### config.mk
export PLATFORM = sky130hd
export DESIGN_NAME = stage2_pool_sched
export DESIGN_NICKNAME = d
export VERILOG_FILES = /design/src/rtl/stage2_pool_sched_pkg.sv /design/src/rtl/stage2_pool_pos_cnt.sv /design/src/rtl/stage2_pool_sched.sv
export SDC_FILE = /design/constraint.sdc
export NUM_CORES = 1
export LEC_CHECK = 0
export ABC_AREA = 1
export BUFFER_PORTS_ARGS = -buffer_cell sky130_fd_sc_hd__buf_2
export CELL_PAD_IN_SITES_DETAIL_PLACEMENT = 0
export CELL_PAD_IN_SITES_GLOBAL_PLACEMENT = 1
export CORE_MARGIN = 3
export CORE_UTILIZATION = 44
export CTS_CLUSTER_SIZE = 10
export DETAILED_ROUTE_END_ITERATION = 8
export GPL_TIMING_DRIVEN = 0
export PLACE_DENSITY_LB_ADDON = 0.1
export SKIP_CTS_REPAIR_TIMING = 1
export SYNTH_ARGS = -nofsm -noshare
export SYNTH_HDL_FRONTEND = slang
export SYNTH_SLANG_ARGS = --single-unit
### constraint.sdc
create_clock -name clk -period 3.7 [get_ports clk]
set_clock_uncertainty 0.1 [all_clocks]
set_input_delay 0.185 -clock clk [delete_from_list [all_inputs] [get_ports clk]]
set_output_delay 0.185 -clock clk [all_outputs]
set_load 0.1 [all_outputs]
### src/rtl/stage2_pool_sched_pkg.sv
// Shared definitions for the stage-2 pooling sequencer.
// The default geometry mirrors ST2_Pool_IW / ST2_Pool_IH / ST2_Pool_K from
// defines_cnn_core.v so the sequencer and the pooling core agree on frame size.
package stage2_pool_sched_pkg;

  localparam int ST2_POOL_IW = 24;
  localparam int ST2_POOL_IH = 24;
  localparam int ST2_POOL_K  = 2;

  typedef enum logic [1:0] {
    ST_IDLE  = 2'd0,
    ST_RUN   = 2'd1,
    ST_DRAIN = 2'd2,
    ST_DONE  = 2'd3
  } pool_state_t;

  // Number of complete pooling windows along one axis; trailing points are dropped.
  function automatic int pool_cells(input int len, input int k);
    return len / k;
  endfunction

endpackage

### src/rtl/stage2_pool_pos_cnt.sv
// Raster position counter for the stage-2 pooling input stream.
// x advances on every enabled point and wraps at IN_W-1, carrying into y;
// o_last flags the final point of the frame (both coordinates at their maximum).
module stage2_pool_pos_cnt #(
  parameter int IN_W = 24,
  parameter int IN_H = 24,
  parameter int XW   = $clog2(IN_W),
  parameter int YW   = $clog2(IN_H)
) (
  input  logic          clk,
  input  logic          reset_n,
  input  logic          en,
  input  logic          clr,
  output logic [XW-1:0] o_x,
  output logic [YW-1:0] o_y,
  output logic          o_last
);

  logic x_wrap;
  logic y_wrap;

  assign x_wrap = (o_x == XW'(IN_W - 1));
  assign y_wrap = (o_y == YW'(IN_H - 1));
  assign o_last = x_wrap & y_wrap;

  // Advance the raster position; clear has priority so a new frame starts at (0,0).
  always_ff @(posedge clk or negedge reset_n) begin
    if (!reset_n) begin
      o_x <= '0;
      o_y <= '0;
    end else if (clr) begin
      o_x <= '0;
      o_y <= '0;
    end else if (en) begin
      if (x_wrap) begin
        o_x <= '0;
        o_y <= y_wrap ? '0 : o_y + 1'b1;
      end else begin
        o_x <= o_x + 1'b1;
      end
    end
  end

endmodule

### src/rtl/stage2_pool_sched.sv
// Frame sequencer between the stage-2 conv output stream and stage2_pooling_core.
// Gates the core's input valid to complete pooling windows, tags window phase,
// counts returned pooled results and reports frame completion / protocol errors.
// Optional drain watchdog: define ST2_POOL_TIMEOUT_EN.
//
//   state    | meaning
//   ---------+-----------------------------------------------------------
//   ST_IDLE  | waiting for i_start; any stream activity is an error
//   ST_RUN   | accepting fmap points, forwarding those inside full windows
//   ST_DRAIN | all points seen, waiting for the remaining pooled results
//   ST_DONE  | one-cycle frame-done pulse, then back to idle
module stage2_pool_sched
  import stage2_pool_sched_pkg::*;
#(
  parameter int IN_W    = ST2_POOL_IW,
  parameter int IN_H    = ST2_POOL_IH,
  parameter int POOL_K  = ST2_POOL_K,
  parameter int TIMEOUT = 255
) (
  input  logic                        clk,
  input  logic                        reset_n,
  input  logic                        i_start,
  input  logic                        i_in_valid,
  output logic                        o_pool_valid,
  output logic [$clog2(POOL_K)-1:0]   o_win_col,
  output logic [$clog2(POOL_K)-1:0]   o_win_row,
  output logic                        o_win_last,
  input  logic                        i_pool_ot_valid,
  output logic                        o_busy,
  output logic                        o_frame_done,
  output logic                        o_err,
  output logic [$clog2(pool_cells(IN_W, POOL_K) * pool_cells(IN_H, POOL_K) + 1)-1:0] o_out_cnt
);

  localparam int VW    = pool_cells(IN_W, POOL_K) * POOL_K;
  localparam int VH    = pool_cells(IN_H, POOL_K) * POOL_K;
  localparam int N_OUT = pool_cells(IN_W, POOL_K) * pool_cells(IN_H, POOL_K);
  localparam int XW    = $clog2(IN_W);
  localparam int YW    = $clog2(IN_H);
  localparam int PW    = $clog2(POOL_K);
  localparam int CW    = $clog2(N_OUT + 1);

  // One extra bit so VW == 2**XW does not wrap to zero in the compare.
  localparam logic [XW:0] VW_X = (XW + 1)'(VW);
  localparam logic [YW:0] VH_Y = (YW + 1)'(VH);
  localparam logic [XW:0] K_X  = (XW + 1)'(POOL_K);
  localparam logic [YW:0] K_Y  = (YW + 1)'(POOL_K);

  if (POOL_K < 2 || IN_W < POOL_K || IN_H < POOL_K || TIMEOUT < 2) begin : g_param_chk
    $error("stage2_pool_sched: need POOL_K >= 2, IN_W/IN_H >= POOL_K, TIMEOUT >= 2");
  end

  pool_state_t   state;
  logic [CW-1:0] out_cnt;
  logic          err;
  logic [XW-1:0] x;
  logic [YW-1:0] y;
  logic          pos_last;
  logic          pos_en;
  logic          start_go;
  logic          acc_last;
  logic          cnt_full;

`ifdef ST2_POOL_TIMEOUT_EN
  localparam int             WDW     = $clog2(TIMEOUT + 1);
  localparam logic [WDW-1:0] WD_LOAD = WDW'(TIMEOUT - 1);
  logic [WDW-1:0] wd_cnt;
`endif

  assign start_go = (state == ST_IDLE) & i_start;
  assign pos_en   = (state == ST_RUN) & i_in_valid;
  assign acc_last = pos_en & pos_last;
  assign cnt_full = (out_cnt == CW'(N_OUT));

  stage2_pool_pos_cnt #(
    .IN_W (IN_W),
    .IN_H (IN_H),
    .XW   (XW),
    .YW   (YW)
  ) u_pos_cnt (
    .clk     (clk),
    .reset_n (reset_n),
    .en      (pos_en),
    .clr     (start_go),
    .o_x     (x),
    .o_y     (y),
    .o_last  (pos_last)
  );

  // Zero-latency gating: fmap data reaches the core unregistered, so valid must too.
  assign o_pool_valid = pos_en & ({1'b0, x} < VW_X) & ({1'b0, y} < VH_Y);
  assign o_win_col    = PW'({1'b0, x} % K_X);
  assign o_win_row    = PW'({1'b0, y} % K_Y);
  assign o_win_last   = (o_win_col == PW'(POOL_K - 1)) & (o_win_row == PW'(POOL_K - 1));

  assign o_busy       = (state == ST_RUN) | (state == ST_DRAIN);
  assign o_frame_done = (state == ST_DONE);
  assign o_err        = err;
  assign o_out_cnt    = out_cnt;

  // Frame sequencing, result counting and sticky error capture.
  // Result counting is kept independent of the state move so a result that
  // coincides with the last input point is still counted.
  always_ff @(posedge clk or negedge reset_n) begin
    if (!reset_n) begin
      state   <= ST_IDLE;
      out_cnt <= '0;
      err     <= 1'b0;
`ifdef ST2_POOL_TIMEOUT_EN
      wd_cnt  <= '0;
`endif
    end else begin
      case (state)
        ST_IDLE: begin
          if (i_start) begin
            state   <= ST_RUN;
            out_cnt <= '0;
            err     <= 1'b0;
          end else if (i_in_valid || i_pool_ot_valid) begin
            err <= 1'b1;
          end
        end

        ST_RUN: begin
          if (i_pool_ot_valid) begin
            if (cnt_full) err <= 1'b1;
            else          out_cnt <= out_cnt + 1'b1;
          end
          if (acc_last) begin
            state <= ST_DRAIN;
`ifdef ST2_POOL_TIMEOUT_EN
            wd_cnt <= WD_LOAD;
`endif
          end
        end

        ST_DRAIN: begin
          if (i_in_valid) err <= 1'b1;
          if (i_pool_ot_valid) begin
            if (cnt_full) err <= 1'b1;
            else          out_cnt <= out_cnt + 1'b1;
          end
          if (cnt_full) begin
            state <= ST_DONE;
          end
`ifdef ST2_POOL_TIMEOUT_EN
          // Down-counter reloaded on every result; terminal count aborts the frame.
          else if (i_pool_ot_valid) begin
            wd_cnt <= WD_LOAD;
          end else if (wd_cnt <= WDW'(1)) begin
            err   <= 1'b1;
            state <= ST_DONE;
          end else begin
            wd_cnt <= wd_cnt - 1'b1;
          end
`endif
        end

        ST_DONE: begin
          state <= ST_IDLE;
          if (i_in_valid || (i_pool_ot_valid && cnt_full)) err <= 1'b1;
        end

        default: state <= ST_IDLE;
      endcase
    end
  end

endmodule

# == After elaboration in Yosys (flattened, before gate mapping) ==
# Index checks and enable logic that the tools add are counted.
# totals
out_inout_bits,15
reg_bits,21
input_bits,5
# op_classes
mux,24
n_eq_ne,15
reduce_logical,12
n_bitwise,8
n_addsub,3
n_lt_le_gt_ge,2
# ops
op,count
5-bit two-way mux,7
8-bit two-way mux,3
8-bit case mux with 2 select lines,1
2-bit inequality test (second input constant),6
5-bit by 1-bit adder with 5-bit output (second input constant),2
5-bit == test (second input constant),2
5-bit less-than comparator (second input constant),2
8-bit by 1-bit adder with 8-bit output (second input constant),1
8-bit == test (second input constant),1
1-bit two-way mux,8
2-bit case mux with 4 select lines,1
4-bit AND reduction,2
1-bit bitwise AND,7
2-bit two-way mux,3
2-bit nonzero test,3
2-bit == test (second input constant),2
2-bit by 1-bit inequality test with 1-bit output (second input constant),2
1-bit case mux with 4 select lines,1
3-bit by 2-bit inequality test with 1-bit output (second input constant),1
3-bit AND reduction,1
2-bit by 1-bit == test with 1-bit output (second input constant),1
2-bit logical NOT,1
1-bit logical OR,2
2-bit AND reduction,1
other kinds (3),3

# == Logic depth before layout (Yosys ltp) ==
# logic_depth
ltp_word,5
depth_mapped,11

# == By module ==
# From an unflattened synthesis, not the netlist that was laid out.
# unflattened
hier_cells,194
area_unflattened_um2,1441.4
# by_module_without_submodules
mod,seq_area_each_um2,cells_each,instances,area_each_um2
stage2_pool_sched,275.3,120,1,877.1
stage2_pool_pos_cnt,250.2,74,1,564.3

# == Least setup slack after synthesis ==
# OpenSTA, ideal clock, no wires.
# synth_path
kind,register to output
from,reg state[1]
to,out o_pool_valid
path_buffers,0
slack_ps,331
t_arrival_ps,3084
required_ps,3415
stages_incl_launch_ff,5
cell_sequence,dfrtp_1 inv_1 ha_1 nand2_1 a221oi_1
# synth_between
elab_chain_len,4
# synth_lines
element,line,source
from (decl),stage2_pool_sched.sv:53,pool_state_t state;
from (signal assigned),stage2_pool_sched.sv:106,state <= ST_IDLE;
from (signal assigned),stage2_pool_sched.sv:116,state <= ST_RUN;
from (signal assigned),stage2_pool_sched.sv:130,state <= ST_DRAIN;
2-bit by 1-bit == test with 1-bit output,stage2_pool_sched.sv:71,assign pos_en = (state == ST_RUN) & i_in_valid;
1-bit bitwise AND,stage2_pool_sched.sv:71,
1-bit bitwise AND (2 in a row),stage2_pool_sched.sv:91,"assign o_pool_valid = pos_en & ({1'b0, x} < VW_X) & ({1'b0, y} < VH_Y);"
to (decl),stage2_pool_sched.sv:24,"output logic o_pool_valid,"
# No other way between the ends.

# == Worst setup path in the final report ==
# Ends and elaborated chain as after synthesis.

==> results.cfg <==
[critical_path]
cp.required_ns = 3.41
crit_slowest_cell = buf_2
slowest_delay_ns = 0.47
critPathKind = flip-flop to output port
path_cells = inv_1 -> ha_1 -> nand2_1 -> a221oi_1 -> buf_2
crit_fanout = 8
critPathCaptureType = output port
startpoint_type = flip-flop
crit_arrival_ns = 1.99

[route]
wl_per_cell_um = 11.19
vias_per_cell = 4.930
drc = 0
dr.pass1.iters = 4
drt_iter0_markers = 50
vias = 1262
ant_nets = 0
routed_wl_um = 2864

[floorplan]
ios = 20
die_h_um = 62.56
die_area_mm2 = 0.003914
die_w_um = 62.56
initial_core_util = 0.4853
core_area_mm2 = 0.002900
fp-row-count = 19

[finish]
insertedDiodeCount = 0
nets = 229
area_growth_syn_to_layout_pct = 13.16
fill_cells = 315
fin_area_mm2 = 0.001593
utilization = 0.5492
drive_gt1_frac = 0.1776

[synthesis]
syn_nets = 204
yosysMostFrequentCell = nand2_1
synth_cells = 190
ys_top_cells_by_area = dfrtp_1 (37%), nand2_1 (16%), ha_1 (8.0%)
synth-seq-cells = 21
synth_seq_area_share = 0.3733
netlist.area_leader.share = 0.3733
synth.distinct_cells = 26
synth_area_per_cell_um2 = 7.408
syn_area_mm2 = 0.001408
synth_commonest_cells = nand2_1 (59), inv_1 (29), dfrtp_1 (21)
synth-main-ff-cell = dfrtp_1
synth_edf_count = 0
synth.largest_area_cell = dfrtp_1
yosys_warnings = 0
async_flop_share = 1.000

[min_path]
hp-class = input port to flip-flop

[place]
gp_congestion = 0.8007
hpwl_um = 2254
placed_area_mm2 = 0.001555
io_buffers = 19

[global_route]
first_global_vias = 1216
antenna_found_initial = 0
grt_pass1_wl_um = 5112
grt_use_total = 0.1581
grt_max_degree = 22
globalRouteOverflowTotal = 0

[clock_network]
tritoncts = built
clock_latency_ns = 0.30
clk_pin_slew_worst_paths_ns = 0.12
cts-root-buf = clkbuf_4
cts_sinks = 21
cts_buffer_depth = 2
cts_buffers = 3
htreeDepth = 1

[timing]
period_share = 0.6141
tightest_slew_ns = 0.4806
final_max_slew_viol_count = 0
setup_viol = 0
fmaxAchievable_mhz = 440.1
finalCriticalPeriod_ns = 2.272
setup-tns-final_ns = 0
timing.hold.ws_ns = 0.1616
slew_headroom = 0.6796
rsz0062_at_grt = false
hold_viol = 0

[run]
maxCapViolCount = 0

[pwr]
p_leak_nw = 0.8748
finalPower_w = 0.001331
power_density_mw_per_mm2 = 835.9
ir_worst_vdd_mv = 0.8523

[status]
outcome = finished clean
final timing paths:
| check | from | endpoint | slack (ns) | depth (start not counted) |
|---|---|---|---|---|
| min in group asynchronous | reset_n | o_out_cnt[2]$_DFFE_PN0P_ | 0.26 | 2 |
| min reg2reg | o_err$_DFFE_PN0P_ | o_err$_DFFE_PN0P_ | 0.46 | 2 |
| max | state[1]$_DFFE_PN0P_ | o_pool_valid | 1.43 | 5 |
| max in group asynchronous | reset_n | u_pos_cnt.o_y[4]$_DFFE_PN0P_ | 2.92 | 2 |
| max reg2reg | state[0]$_DFFE_PN0P_ | o_out_cnt[5]$_DFFE_PN0P_ | 1.91 | 9 |
| min | i_start | o_err$_DFFE_PN0P_ | 0.16 | 5 |
final cells by class:
| class | count | area [µm²] | share of cell area |
|---|---|---|---|
| buffer | 2 | 31.28 | 0.01964 |
| clock buffer | 3 | 22.52 | 0.01414 |
| clock inverter | 1 | 5.005 | 0.003142 |
| inverter | 30 | 112.6 | 0.07070 |
| multi-input combinational | 137 | 738.2 | 0.4635 |
| sequential | 21 | 525.5 | 0.3299 |
| tap | 42 | 52.55 | 0.03299 |
| timing repair buffer | 20 | 105.1 | 0.06599 |
critical path: cells and delay by family, from the launching register on:
kind	cells	cell delay [ns]
buffers and inverters	2	0.58
DFF	1	0.44
adders and majority gates	1	0.23
AOI/OAI and AO/OA	1	0.24
and+or+nand+nor	1	0.19
stage by stage:
stage | std cells | setup WS (ns)
floorplan | 190 | 0.3311
global placement | 251 | 1.789
detailed placement | 251 | 1.775
CTS | 255 | 1.409
global route | 256 | 1.261
finish | 256 | 1.428
power by group:
part / internal [W] / switching (W)
logic: 0.000237 / 0.000654
clock network: 0.0000403 / 0.0000721
registers: 0.000275 / 0.0000531
total: 0.000552 / 0.000779
flip-flops by register name (all words and copies together) (netlist names):
| signal | flops |
|---|---|
| o_err | 1 |
| u_pos_cnt.o_x | 5 |
| o_out_cnt | 8 |
| state | 2 |
| u_pos_cnt.o_y | 5 |
logic make-up (layout without fill, tap and decap cells):
| group | after synthesis | count (layout) | share of synthesized area |
|---|---|---|---|
| fa+ha+maj | 9 | 9 | 0.08000 |
| compound gates | 19 | 19 | 0.09867 |
| flops | 21 | 21 | 0.3733 |
| buf+inv | 32 | 56 | 0.1022 |
| simple gates | 105 | 105 | 0.3209 |
| xor+xnor | 4 | 4 | 0.02489 |
metal layers:
layer | wire (µm) | GRT usage
met2 | 1352 | 0.2756
met4 | 18 | 0.05510
met5 | 0 | 0
met1 | 1424 | 0.2020
met3 | 69 | 0.01619
cells in the final DEF, fill, tap and decap left out, drive strengths merged:
cell | synthesis | routed
a21boi | 1 | 1
a21oi | 5 | 5
a221oi | 1 | 1
buf | 2 | 21
clkbuf | 0 | 3
clkinv | 0 | 1
dfrtp | 21 | 21
dlygate4sd3 | 0 | 1
ha | 9 | 9
inv | 30 | 30
nand2 | 62 | 62
nand3 | 18 | 18
nand3b | 1 | 1
nand4 | 4 | 4
nor2 | 16 | 16
nor3 | 3 | 3
o21ai | 9 | 9
o221ai | 2 | 2
o2bb2ai | 1 | 1
or2 | 1 | 1
xnor2 | 1 | 1
xor2 | 3 | 3
Note: power is estimated with default switching activity, not from simulation.
